===== src/rtl/pong_frame_engine_if.sv =====
// Pixel/control/status bundle between the sync generator side and the pong engine.
// master drives coordinates and player controls; slave (the engine) returns colour and game status.
interface pong_frame_engine_if #(
  parameter int SCORE_W = 4
) ();
  logic [10:0]        xPixel;
  logic [10:0]        yPixel;
  logic               frameTick;
  logic               leftUp;
  logic               leftDown;
  logic               rightUp;
  logic               rightDown;
  logic               twoPlayer;
  logic               pause;
  logic               startBtn;
  logic [23:0]        rgbColor;
  logic [SCORE_W-1:0] scoreLeft;
  logic [SCORE_W-1:0] scoreRight;
  logic [1:0]         gameState;

  modport master (
    output xPixel, yPixel, frameTick, leftUp, leftDown, rightUp, rightDown,
           twoPlayer, pause, startBtn,
    input  rgbColor, scoreLeft, scoreRight, gameState
  );

  modport slave (
    input  xPixel, yPixel, frameTick, leftUp, leftDown, rightUp, rightDown,
           twoPlayer, pause, startBtn,
    output rgbColor, scoreLeft, scoreRight, gameState
  );
endinterface


===== src/rtl/pong_frame_engine.sv =====
// Two-paddle pong engine: frame-rate game FSM (ball, paddles, scores) plus a registered
// per-pixel colour generator for the 1024x768 visible area.
//
//   state    | meaning
//   SERVE    | ball held centred, serve counter runs, paddles move
//   PLAY     | ball and paddles move, bounces and misses evaluated
//   POINT    | one tick: re-centre ball, aim at conceding side, check for win
//   GAMEOVER | everything frozen until startBtn on a tick
module pong_frame_engine #(
  parameter int H_VISIBLE    = 1024,
  parameter int V_VISIBLE    = 768,
  parameter int BORDER       = 16,
  parameter int PADDLE_W     = 16,
  parameter int PADDLE_H     = 96,
  parameter int PADDLE_GAP   = 16,
  parameter int BALL_SIZE    = 16,
  parameter int PADDLE_STEP  = 4,
  parameter int BALL_STEP    = 2,
  parameter int SERVE_FRAMES = 60,
  parameter int WIN_SCORE    = 9,
  parameter int SCORE_W      = 4
) (
  input  logic                 pixelClock,
  input  logic                 resetN,
  pong_frame_engine_if.slave   game_if
);

  localparam int SRV_W = (SERVE_FRAMES > 1) ? $clog2(SERVE_FRAMES) : 1;

  typedef logic [11:0] coord_t;
  typedef enum logic [1:0] {
    ST_SERVE = 2'd0,
    ST_PLAY  = 2'd1,
    ST_POINT = 2'd2,
    ST_OVER  = 2'd3
  } state_t;

  localparam coord_t LX      = coord_t'(BORDER + PADDLE_GAP);
  localparam coord_t RX      = coord_t'(H_VISIBLE - BORDER - PADDLE_GAP - PADDLE_W);
  localparam coord_t PW      = coord_t'(PADDLE_W);
  localparam coord_t PH      = coord_t'(PADDLE_H);
  localparam coord_t BS      = coord_t'(BALL_SIZE);
  localparam coord_t PSTEP   = coord_t'(PADDLE_STEP);
  localparam coord_t BSTEP   = coord_t'(BALL_STEP);
  localparam coord_t PH_HALF = coord_t'(PADDLE_H / 2);
  localparam coord_t BS_HALF = coord_t'(BALL_SIZE / 2);
  localparam coord_t BRD     = coord_t'(BORDER);
  localparam coord_t X_BRD   = coord_t'(H_VISIBLE - BORDER);
  localparam coord_t Y_BRD   = coord_t'(V_VISIBLE - BORDER);
  localparam coord_t L_HIT   = LX + PW;
  localparam coord_t R_HIT   = RX - BS;
  localparam coord_t R_MISS  = coord_t'(H_VISIBLE - BORDER - BALL_SIZE);
  localparam coord_t BY_MAX  = coord_t'(V_VISIBLE - BORDER - BALL_SIZE);
  localparam coord_t PY_MAX  = coord_t'(V_VISIBLE - BORDER - PADDLE_H);
  localparam coord_t BX0     = coord_t'((H_VISIBLE - BALL_SIZE) / 2);
  localparam coord_t BY0     = coord_t'((V_VISIBLE - BALL_SIZE) / 2);
  localparam coord_t PY0     = coord_t'((V_VISIBLE - PADDLE_H) / 2);

  localparam logic [SRV_W-1:0]   SRV_LAST = SRV_W'(SERVE_FRAMES - 1);
  localparam logic [SCORE_W-1:0] WIN      = SCORE_W'(WIN_SCORE);

  localparam logic [23:0] C_BALL   = 24'hf0f0f0;
  localparam logic [23:0] C_PADDLE = 24'hffffff;
  localparam logic [23:0] C_BORDER = 24'h00ffff;
  localparam logic [23:0] C_BG     = 24'h000000;

  state_t             state_q, state_d;
  coord_t             ball_x_q, ball_x_d, ball_y_q, ball_y_d;
  logic               ball_dx_q, ball_dx_d, ball_dy_q, ball_dy_d;
  coord_t             lpad_y_q, lpad_y_d, rpad_y_q, rpad_y_d;
  logic [SCORE_W-1:0] score_l_q, score_l_d, score_r_q, score_r_d;
  logic [SRV_W-1:0]   serve_cnt_q, serve_cnt_d;
  logic               left_scored_q, left_scored_d;
  logic [23:0]        rgb_q, rgb_d;

  coord_t nx, ny, px, py;
  logic   l_ovl, r_ovl, auto_up, auto_dn, advance;
  logic   in_ball, in_lpad, in_rpad, in_border;

  function automatic coord_t pad_move(input coord_t y, input logic up, input logic dn);
    coord_t r;
    r = y;
    if (up && !dn)      r = (y < BRD + PSTEP) ? BRD : y - PSTEP;
    else if (dn && !up) r = (y + PSTEP > PY_MAX) ? PY_MAX : y + PSTEP;
    return r;
  endfunction

  assign advance = game_if.frameTick && !game_if.pause;
  assign nx      = ball_dx_q ? ball_x_q + BSTEP : ball_x_q - BSTEP;
  assign ny      = ball_dy_q ? ball_y_q + BSTEP : ball_y_q - BSTEP;
  assign l_ovl   = (ball_y_q + BS > lpad_y_q) && (ball_y_q < lpad_y_q + PH);
  assign r_ovl   = (ball_y_q + BS > rpad_y_q) && (ball_y_q < rpad_y_q + PH);
  assign auto_up = (ball_y_q + BS_HALF + PSTEP) < (rpad_y_q + PH_HALF);
  assign auto_dn = (rpad_y_q + PH_HALF + PSTEP) < (ball_y_q + BS_HALF);

  assign px        = {1'b0, game_if.xPixel};
  assign py        = {1'b0, game_if.yPixel};
  assign in_ball   = (px >= ball_x_q) && (px < ball_x_q + BS) && (py >= ball_y_q) && (py < ball_y_q + BS);
  assign in_lpad   = (px >= LX) && (px < LX + PW) && (py >= lpad_y_q) && (py < lpad_y_q + PH);
  assign in_rpad   = (px >= RX) && (px < RX + PW) && (py >= rpad_y_q) && (py < rpad_y_q + PH);
  assign in_border = (px < BRD) || (px >= X_BRD) || (py < BRD) || (py >= Y_BRD);

  always_comb begin
    state_d       = state_q;
    ball_x_d      = ball_x_q;
    ball_y_d      = ball_y_q;
    ball_dx_d     = ball_dx_q;
    ball_dy_d     = ball_dy_q;
    lpad_y_d      = lpad_y_q;
    rpad_y_d      = rpad_y_q;
    score_l_d     = score_l_q;
    score_r_d     = score_r_q;
    serve_cnt_d   = serve_cnt_q;
    left_scored_d = left_scored_q;

    if (in_ball)        rgb_d = C_BALL;
    else if (in_lpad || in_rpad) rgb_d = C_PADDLE;
    else if (in_border) rgb_d = C_BORDER;
    else                rgb_d = C_BG;

    if (advance) begin
      if (state_q == ST_SERVE || state_q == ST_PLAY) begin
        lpad_y_d = pad_move(lpad_y_q, game_if.leftUp, game_if.leftDown);
        rpad_y_d = game_if.twoPlayer ? pad_move(rpad_y_q, game_if.rightUp, game_if.rightDown)
                                     : pad_move(rpad_y_q, auto_up, auto_dn);
      end

      unique case (state_q)
        ST_SERVE: begin
          if (serve_cnt_q == SRV_LAST) begin
            serve_cnt_d = '0;
            state_d     = ST_PLAY;
          end else begin
            serve_cnt_d = serve_cnt_q + SRV_W'(1);
          end
        end

        ST_PLAY: begin
          if (ny < BRD) begin
            ball_y_d  = BRD;
            ball_dy_d = ~ball_dy_q;
          end else if (ny > BY_MAX) begin
            ball_y_d  = BY_MAX;
            ball_dy_d = ~ball_dy_q;
          end else begin
            ball_y_d  = ny;
          end

          if (!ball_dx_q) begin
            if (nx <= L_HIT && ball_x_q >= L_HIT && l_ovl) begin
              ball_x_d  = L_HIT;
              ball_dx_d = 1'b1;
            end else if (nx <= BRD) begin
              score_r_d     = score_r_q + SCORE_W'(1);
              left_scored_d = 1'b0;
              state_d       = ST_POINT;
            end else begin
              ball_x_d = nx;
            end
          end else begin
            if (nx >= R_HIT && ball_x_q <= R_HIT && r_ovl) begin
              ball_x_d  = R_HIT;
              ball_dx_d = 1'b0;
            end else if (nx >= R_MISS) begin
              score_l_d     = score_l_q + SCORE_W'(1);
              left_scored_d = 1'b1;
              state_d       = ST_POINT;
            end else begin
              ball_x_d = nx;
            end
          end
        end

        ST_POINT: begin
          ball_x_d    = BX0;
          ball_y_d    = BY0;
          serve_cnt_d = '0;
          // serve toward whoever conceded: a left score means the right side missed
          ball_dx_d   = left_scored_q;
          state_d     = ((left_scored_q ? score_l_q : score_r_q) == WIN) ? ST_OVER : ST_SERVE;
        end

        ST_OVER: begin
          if (game_if.startBtn) begin
            score_l_d   = '0;
            score_r_d   = '0;
            serve_cnt_d = '0;
            ball_dx_d   = 1'b1;
            ball_dy_d   = 1'b1;
            state_d     = ST_SERVE;
          end
        end
      endcase
    end
  end

  always_ff @(posedge pixelClock or negedge resetN) begin
    if (!resetN) begin
      state_q       <= ST_SERVE;
      ball_x_q      <= BX0;
      ball_y_q      <= BY0;
      ball_dx_q     <= 1'b1;
      ball_dy_q     <= 1'b1;
      lpad_y_q      <= PY0;
      rpad_y_q      <= PY0;
      score_l_q     <= '0;
      score_r_q     <= '0;
      serve_cnt_q   <= '0;
      left_scored_q <= 1'b0;
      rgb_q         <= '0;
    end else begin
      state_q       <= state_d;
      ball_x_q      <= ball_x_d;
      ball_y_q      <= ball_y_d;
      ball_dx_q     <= ball_dx_d;
      ball_dy_q     <= ball_dy_d;
      lpad_y_q      <= lpad_y_d;
      rpad_y_q      <= rpad_y_d;
      score_l_q     <= score_l_d;
      score_r_q     <= score_r_d;
      serve_cnt_q   <= serve_cnt_d;
      left_scored_q <= left_scored_d;
      rgb_q         <= rgb_d;
    end
  end

  assign game_if.rgbColor   = rgb_q;
  assign game_if.scoreLeft  = score_l_q;
  assign game_if.scoreRight = score_r_q;
  assign game_if.gameState  = state_q;

endmodule


===== src/flat_wrapper.sv =====
// flat-port wrapper written by rule: the top's interface ports become plain ports
module pong_frame_engine_flat 
#(
  parameter int H_VISIBLE    = 1024,
  parameter int V_VISIBLE    = 768,
  parameter int BORDER       = 16,
  parameter int PADDLE_W     = 16,
  parameter int PADDLE_H     = 96,
  parameter int PADDLE_GAP   = 16,
  parameter int BALL_SIZE    = 16,
  parameter int PADDLE_STEP  = 4,
  parameter int BALL_STEP    = 2,
  parameter int SERVE_FRAMES = 60,
  parameter int WIN_SCORE    = 9,
  parameter int SCORE_W      = 4
)
  (pixelClock, resetN, game_if_xPixel, game_if_yPixel, game_if_frameTick, game_if_leftUp, game_if_leftDown, game_if_rightUp, game_if_rightDown, game_if_twoPlayer, game_if_pause, game_if_startBtn, game_if_rgbColor, game_if_scoreLeft, game_if_scoreRight, game_if_gameState);
  pong_frame_engine_if #(.SCORE_W(SCORE_W)) game_if_i ();
  input  logic pixelClock;
  input  logic resetN;
  input wire logic [$bits(game_if_i.xPixel)-1:0] game_if_xPixel;
  input wire logic [$bits(game_if_i.yPixel)-1:0] game_if_yPixel;
  input wire logic [$bits(game_if_i.frameTick)-1:0] game_if_frameTick;
  input wire logic [$bits(game_if_i.leftUp)-1:0] game_if_leftUp;
  input wire logic [$bits(game_if_i.leftDown)-1:0] game_if_leftDown;
  input wire logic [$bits(game_if_i.rightUp)-1:0] game_if_rightUp;
  input wire logic [$bits(game_if_i.rightDown)-1:0] game_if_rightDown;
  input wire logic [$bits(game_if_i.twoPlayer)-1:0] game_if_twoPlayer;
  input wire logic [$bits(game_if_i.pause)-1:0] game_if_pause;
  input wire logic [$bits(game_if_i.startBtn)-1:0] game_if_startBtn;
  output wire logic [$bits(game_if_i.rgbColor)-1:0] game_if_rgbColor;
  output wire logic [$bits(game_if_i.scoreLeft)-1:0] game_if_scoreLeft;
  output wire logic [$bits(game_if_i.scoreRight)-1:0] game_if_scoreRight;
  output wire logic [$bits(game_if_i.gameState)-1:0] game_if_gameState;
  assign game_if_i.xPixel = game_if_xPixel;
  assign game_if_i.yPixel = game_if_yPixel;
  assign game_if_i.frameTick = game_if_frameTick;
  assign game_if_i.leftUp = game_if_leftUp;
  assign game_if_i.leftDown = game_if_leftDown;
  assign game_if_i.rightUp = game_if_rightUp;
  assign game_if_i.rightDown = game_if_rightDown;
  assign game_if_i.twoPlayer = game_if_twoPlayer;
  assign game_if_i.pause = game_if_pause;
  assign game_if_i.startBtn = game_if_startBtn;
  assign game_if_rgbColor = game_if_i.rgbColor;
  assign game_if_scoreLeft = game_if_i.scoreLeft;
  assign game_if_scoreRight = game_if_i.scoreRight;
  assign game_if_gameState = game_if_i.gameState;
  pong_frame_engine #(.H_VISIBLE(H_VISIBLE), .V_VISIBLE(V_VISIBLE), .BORDER(BORDER), .PADDLE_W(PADDLE_W), .PADDLE_H(PADDLE_H), .PADDLE_GAP(PADDLE_GAP), .BALL_SIZE(BALL_SIZE), .PADDLE_STEP(PADDLE_STEP), .BALL_STEP(BALL_STEP), .SERVE_FRAMES(SERVE_FRAMES), .WIN_SCORE(WIN_SCORE), .SCORE_W(SCORE_W)) u_core (.pixelClock(pixelClock), .resetN(resetN), .game_if(game_if_i));
endmodule

===== config.mk =====
export PLATFORM = sky130hd
export DESIGN_NAME = pong_frame_engine_flat
export DESIGN_NICKNAME = d
export VERILOG_FILES = /design/src/rtl/pong_frame_engine_if.sv /design/src/rtl/pong_frame_engine.sv /design/src/flat_wrapper.sv
export SDC_FILE = /design/constraint.sdc
export NUM_CORES = 1
export LEC_CHECK = 0
export BUFFER_PORTS_ARGS = -buffer_cell sky130_fd_sc_hd__buf_2
export CAP_MARGIN = 25
export CORE_MARGIN = 3
export CORE_UTILIZATION = 46
export CTS_CLUSTER_DIAMETER = 120
export CTS_CLUSTER_SIZE = 10
export DETAILED_ROUTE_END_ITERATION = 8
export GPL_TIMING_DRIVEN = 0
export PLACE_DENSITY = 0.7
export SYNTH_ARGS = -nofsm -noshare
export SYNTH_HDL_FRONTEND = slang
export SYNTH_SLANG_ARGS = --single-unit

===== constraint.sdc =====
create_clock -name pixelClock -period 13.24 [get_ports pixelClock]
set_clock_uncertainty 0.1 [all_clocks]
set_input_delay 1.324 -clock pixelClock [delete_from_list [all_inputs] [get_ports pixelClock]]
set_output_delay 1.324 -clock pixelClock [all_outputs]
set_load 0.05 [all_outputs]

# After elaboration in Yosys (flattened, before gate mapping)
# Index checks and enable logic that the tools add are counted.
[word_totals] register_bits=91 latchBits=0 ramBits=0 mem_bits_ro=0 input_bits=32 n_memories=0
[classes] n_addsub=19 mul=0 n_div=0 n_lt_le_gt_ge=34 eq_ne=24 shifts=0 mux=60 n_bitwise=1 reduce_logical=53
[op_table] cell="12-bit two-way mux" n=20
[op_table] cell="12-bit by 3-bit adder with 12-bit output (second input constant)" n=4
[op_table] cell="11-bit by 12-bit >= comparator with 1-bit output" n=4
[op_table] cell="11-bit by 12-bit < comparator with 1-bit output" n=4
[op_table] cell="12-bit < comparator" n=4
[op_table] cell="24-bit two-way mux" n=2
[op_table] cell="12-bit case mux with 2 select lines" n=2
[op_table] cell="12-bit by 10-bit > comparator with 1-bit output (second input constant)" n=3
[op_table] cell="12-bit by 5-bit < comparator with 1-bit output (second input constant)" n=3
[op_table] cell="11-bit by 10-bit >= comparator with 1-bit output (second input constant)" n=3
[op_table] cell="4-bit two-way mux" n=8
[op_table] cell="12-bit by 2-bit adder with 12-bit output (second input constant)" n=2
[op_table] cell="12-bit by 5-bit adder with 12-bit output (second input constant)" n=2
[op_table] cell="12-bit by 7-bit adder with 12-bit output (second input constant)" n=2
[op_table] cell="12-bit by 10-bit >= comparator with 1-bit output (second input constant)" n=2
[op_table] cell="12-bit > comparator" n=2
[op_table] cell="12-bit by 2-bit subtractor with 12-bit output (second input constant)" n=2
[op_table] cell="12-bit by 3-bit subtractor with 12-bit output (second input constant)" n=2
[op_table] cell="1-bit logical AND" n=22
[op_table] cell="11-bit by 5-bit < comparator with 1-bit output (second input constant)" n=2
[op_table] cell="2-bit != test (second input constant)" n=9
[op_table] cell="6-bit case mux with 3 select lines" n=1
[op_table] cell="6-bit AND reduction" n=3
[op_table] cell="16-bit two-way mux" n=1
[op_table] cell="38 further kinds" n=82

# Longest topological paths before layout
[depth] depth_word=8 ltp_mapped=19 mapped_depth_nobuf=17

# Least setup slack after synthesis
# No wires, ideal clock.
[synth_path] path_type="register -> register" start="register u_core.rpad_y_q[4]" end="register u_core.rpad_y_q[5]" setup_ps=121 arrival_time_ps=4309 slack_ps=8710 stages_incl_launch_ff=18 path_cell_list="dfstp_2 -> clkbuf_1 -> inv_1 -> ha_1 -> or3_1 -> xnor2_1 -> nor3_1 -> xnor2_1 -> ha_1 -> and4_1 -> a2111oi_0 -> o21ai_0 -> o22ai_1 -> nor2_1 -> a32oi_1 -> nor2_1 -> a221o_1 -> a22o_1"
[synth_between] elab_chain_len=7 word_cells_on_any_way=21 cone_classes="add/sub (4); order compare (4); mux (7); reduce/logical (6)"
[synth_rtl] element="start: declaration" line_no="pong_frame_engine.sv:70" text="coord_t lpad_y_q, lpad_y_d, rpad_y_q, rpad_y_d;"
[synth_rtl] element="start signal: assignment" line_no="pong_frame_engine.sv:218" text="rpad_y_q <= rpad_y_d;"
[synth_rtl] element="12-bit by 6-bit adder with 12-bit output" line_no="pong_frame_engine.sv:93, pong_frame_engine.sv:94"
[synth_rtl] element="12-bit by 3-bit adder with 12-bit output" line_no="pong_frame_engine.sv:94" text="assign auto_dn = (rpad_y_q + PH_HALF + PSTEP) < (ball_y_q + BS_HALF);"
[synth_rtl] element="12-bit < comparator" line_no="pong_frame_engine.sv:94"
[synth_rtl] element="1-bit zero test" line_no="pong_frame_engine.sv:83" text="if (up && !dn) r = (y < BRD + PSTEP) ? BRD : y - PSTEP;"
[synth_rtl] element="1-bit logical AND" line_no="pong_frame_engine.sv:83"
[synth_rtl] element="3-bit nonzero test (no line) or 12-bit two-way mux (tied branches)"
[synth_rtl] element="4-bit AND reduction (no line) or 12-bit two-way mux (tied branches)"
# Several ways; a longest one is shown, not always the timed one. The select of a mux whose other input is x is not followed.
# A chain may end at the register's enable or synchronous reset.

# Worst setup path after layout
[layout_path] start="register u_core.rpad_y_q[4]" end="register u_core.rpad_y_q[9]"
# The elaborated chain is that of the path after synthesis.

==> reports/metrics.cfg <==
[route]
wl_um = 25200
dr.pass1.iters = 5
first_iter_violations = 585
vias_per_cell = 6.00
drtAntennaViolNets = 0
wl_per_cell_um = 16.9
vias = 8944
post-route-drc-count = 0

[critical_path]
path_max_fanout = 10
cp.required_ns = 13.39
end_kind = flop
crit_type = reg2reg
start_kind = flop
critPathArrivalTime_ns = 5.79

[floorplan]
floorplan.die.width_um = 148
rows = 51
die_area_mm2 = 0.0218
core-area_mm2 = 0.0196
initial_core_util_pct = 47.2
io_pins = 66
die_h_um = 148

[power]
p_leak_uw = 0.00454
finalPower_uw = 2620
power_density_mw_per_mm2 = 255
ir_drop_mv = 0.166

[cells_and_area]
nNetsFinal = 1427
layout-drive-gt1-share_pct = 11.7
syn2layout_area_growth_pct = 10.8
fin_util_pct = 52.3
stdcell_area_mm2 = 0.0102
fillers = 1859
insertedDiodeCount = 0

[run]
drv_cap = 0

[placement]
post-place-ws_ns = 7.75
gp_congestion = 0.932
placement.cell_area_mm2 = 0.00994
hpwl_um = 19900
io_buffers = 64

[yosys]
synth_flop_cell = dfrtp_1
synth_cells = 1144
synth.net_count = 1350
synth-edff-count = 0
synth_area_mm2 = 0.00925
ys_warn_count = 0
async_flop_share_pct = 100
synth-seq-cells = 67
ys_seq_area_share_pct = 18.4
avgSynthCellArea_um2 = 8.08
synth_cell_types = 75

[cts]
cts-root-buf = clkbuf_16
cts_resized = 0
cts_buffers = 9
cts_tree = built
cts.sinks = 67
path_clk_slew_ns = 0.07
worstSkewPairLatency_ns = 0.36
clk_path_buf_depth = 2
ctsHoldBuffers = 0
cts_setup_buffers = 0
htreeDepth = 3

[timing]
drv_slew = 0
layout_setup_ws_ns = 7.61
max-slew-margin-rel_pct = 27.5
max_freq_mhz = 177
period_share_pct = 42.6
worst_pin_slew_ns = 1.07
rsz0062_at_grt = false
fin_crit_ns = 5.63
hold_viol = 0
setup_viol = 0
tns_ns = 0

[global_routing]
track_usage_pct = 23.2
grt_pass1_vias = 8370
antenna_found_initial = 0
grt_pass1_wl_um = 41600
overflow = 0
grt_max_degree = 67

[status]
outcome = complete, no violations

[hold_path]
hold_class = reg2reg

[logic make-up after synthesis]
| family | Yosys count | synth area share [%] |
|---|---|---|
| compound gates | 335 | 23.9 |
| xor+xnor | 75 | 7.10 |
| fa+ha+maj | 174 | 23.7 |
| buf+inv | 128 | 6.21 |
| flops | 67 | 18.4 |
| mux | 8 | 0.907 |
| simple gates | 357 | 19.8 |
[synth_stat cells, types with 7 or more instances]
cell type	n	area, µm²
nand2b_1	17	106
nor3_1	45	225
o22ai_1	14	87.6
a221oi_1	8	70.1
o31ai_1	8	60.1
xor2_1	20	175
nor2_1	77	289
o21a_1	30	225
nor2b_1	16	100
a31oi_1	7	43.8
or4_1	7	52.6
a221o_1	7	70.1
inv_1	71	267
nand3_1	26	130
or3_1	7	43.8
a21oi_1	67	335
nor4_1	18	113
o21ai_0	88	440
a211o_1	8	70.1
or2_2	7	43.8
nand2_1	73	274
a21o_1	22	165
dfrtp_1	48	1200
a211oi_1	14	105
dfstp_2	19	499
ha_1	172	2150
buf_4	20	150
clkbuf_1	28	105
nand4_1	30	188
and3_1	7	43.8
xnor2_1	55	482
[layout by cell type (no fill, tap or decap), types with 19 or more instances in the layout]
cell type	n
a21o_1	22
xor2_1	20
nor2_1	77
nand3_1	26
buf_2	66
dfstp_2	19
nand4_1	30
inv_1	71
o21ai_0	88
nand2_1	73
dfrtp_1	48
o21a_1	30
clkbuf_1	28
a21oi_1	67
nor3_1	45
buf_4	22
xnor2_1	55
ha_1	172
[through the flow]
step                hold slack [ns]  instances
floorplan                     0.374       1144
global placement              0.385       1473
finish                        0.411       1491
CTS                           0.403       1491
global route                  0.430       1491
detailed placement            0.393       1475
[flip-flops by register name (all words and copies together) (netlist names)]
register                   flops
u_core.ball_dx_q               1
u_core.left_scored_q           1
u_core.game_if.scoreLeft       4
u_core.game_if.scoreRight      4
u_core.lpad_y_q               10
u_core.game_if.gameState       2
u_core.ball_x_q               11
u_core.serve_cnt_q             6
u_core.rpad_y_q               12
u_core.ball_dy_q               1
u_core.ball_y_q               11
u_core.game_if.rgbColor        4
[cell type report]
cell class	count	area, µm²	share of cell area, %
sequential	67	1700	16.6
multi-input combinational	949	6970	68.0
clock buffer	10	239	2.33
clock inverter	6	71.3	0.696
inverter	74	278	2.71
buffer	54	297	2.89
tap	265	332	3.24
timing repair buffer	66	358	3.49
[power by group]
| part | internal, µW | total, µW | leakage, µW | switching (µW) |
|---|---|---|---|---|
| Combinational | 770 | 1950 | 0.00360 | 1180 |
| Clock | 153 | 261 | 0.000146 | 109 |
| Sequential | 289 | 403 | 0.000802 | 114 |
[critical path, stage by stage, from the launching register on]
cell and delay, ns:
dfstp_2 0.59, clkbuf_1 0.36, inv_1 0.26, ha_1 0.33, or3_1 0.40, xnor2_1 0.38
nor3_1 0.16, xnor2_1 0.20, ha_1 0.26, and4_1 0.21, a2111oi_0 0.38, o21ai_0 0.16
o22ai_1 0.32, nor2b_1 0.18, mux2i_1 0.09, nand2_1 0.10, clkbuf_1 0.38, clkbuf_1 0.40
a21oi_1 0.07, o22ai_1 0.19
[per-layer routing]
metal,part of all wire (%),routed length (µm),global-route usage (%)
met2,47,11800,39.3
met3,6.7,1680,4.23
met1,45,11300,30.3
met4,1.9,482,6.76
met5,0,0,0
[path summary, 6_finish.rpt]
kind | start | end | slack (ns) | depth (start not counted)
worst max-delay path | u_core.rpad_y_q[4] | u_core.rpad_y_q[9] | 7.61 | 19
worst min-delay path | u_core.game_if.scoreRight[3] | u_core.game_if.scoreRight[3] | 0.41 | 1
worst max register to register | u_core.rpad_y_q[4] | u_core.rpad_y_q[9] | 7.61 | 19
worst min register to register | u_core.game_if.scoreRight[3] | u_core.game_if.scoreRight[3] | 0.41 | 1
max in group asynchronous | resetN | u_core.ball_x_q[7] | 11.82 | 2
min in group asynchronous | resetN | u_core.rpad_y_q[2] | 0.64 | 1
Note: power is estimated with default switching activity, not from simulation.
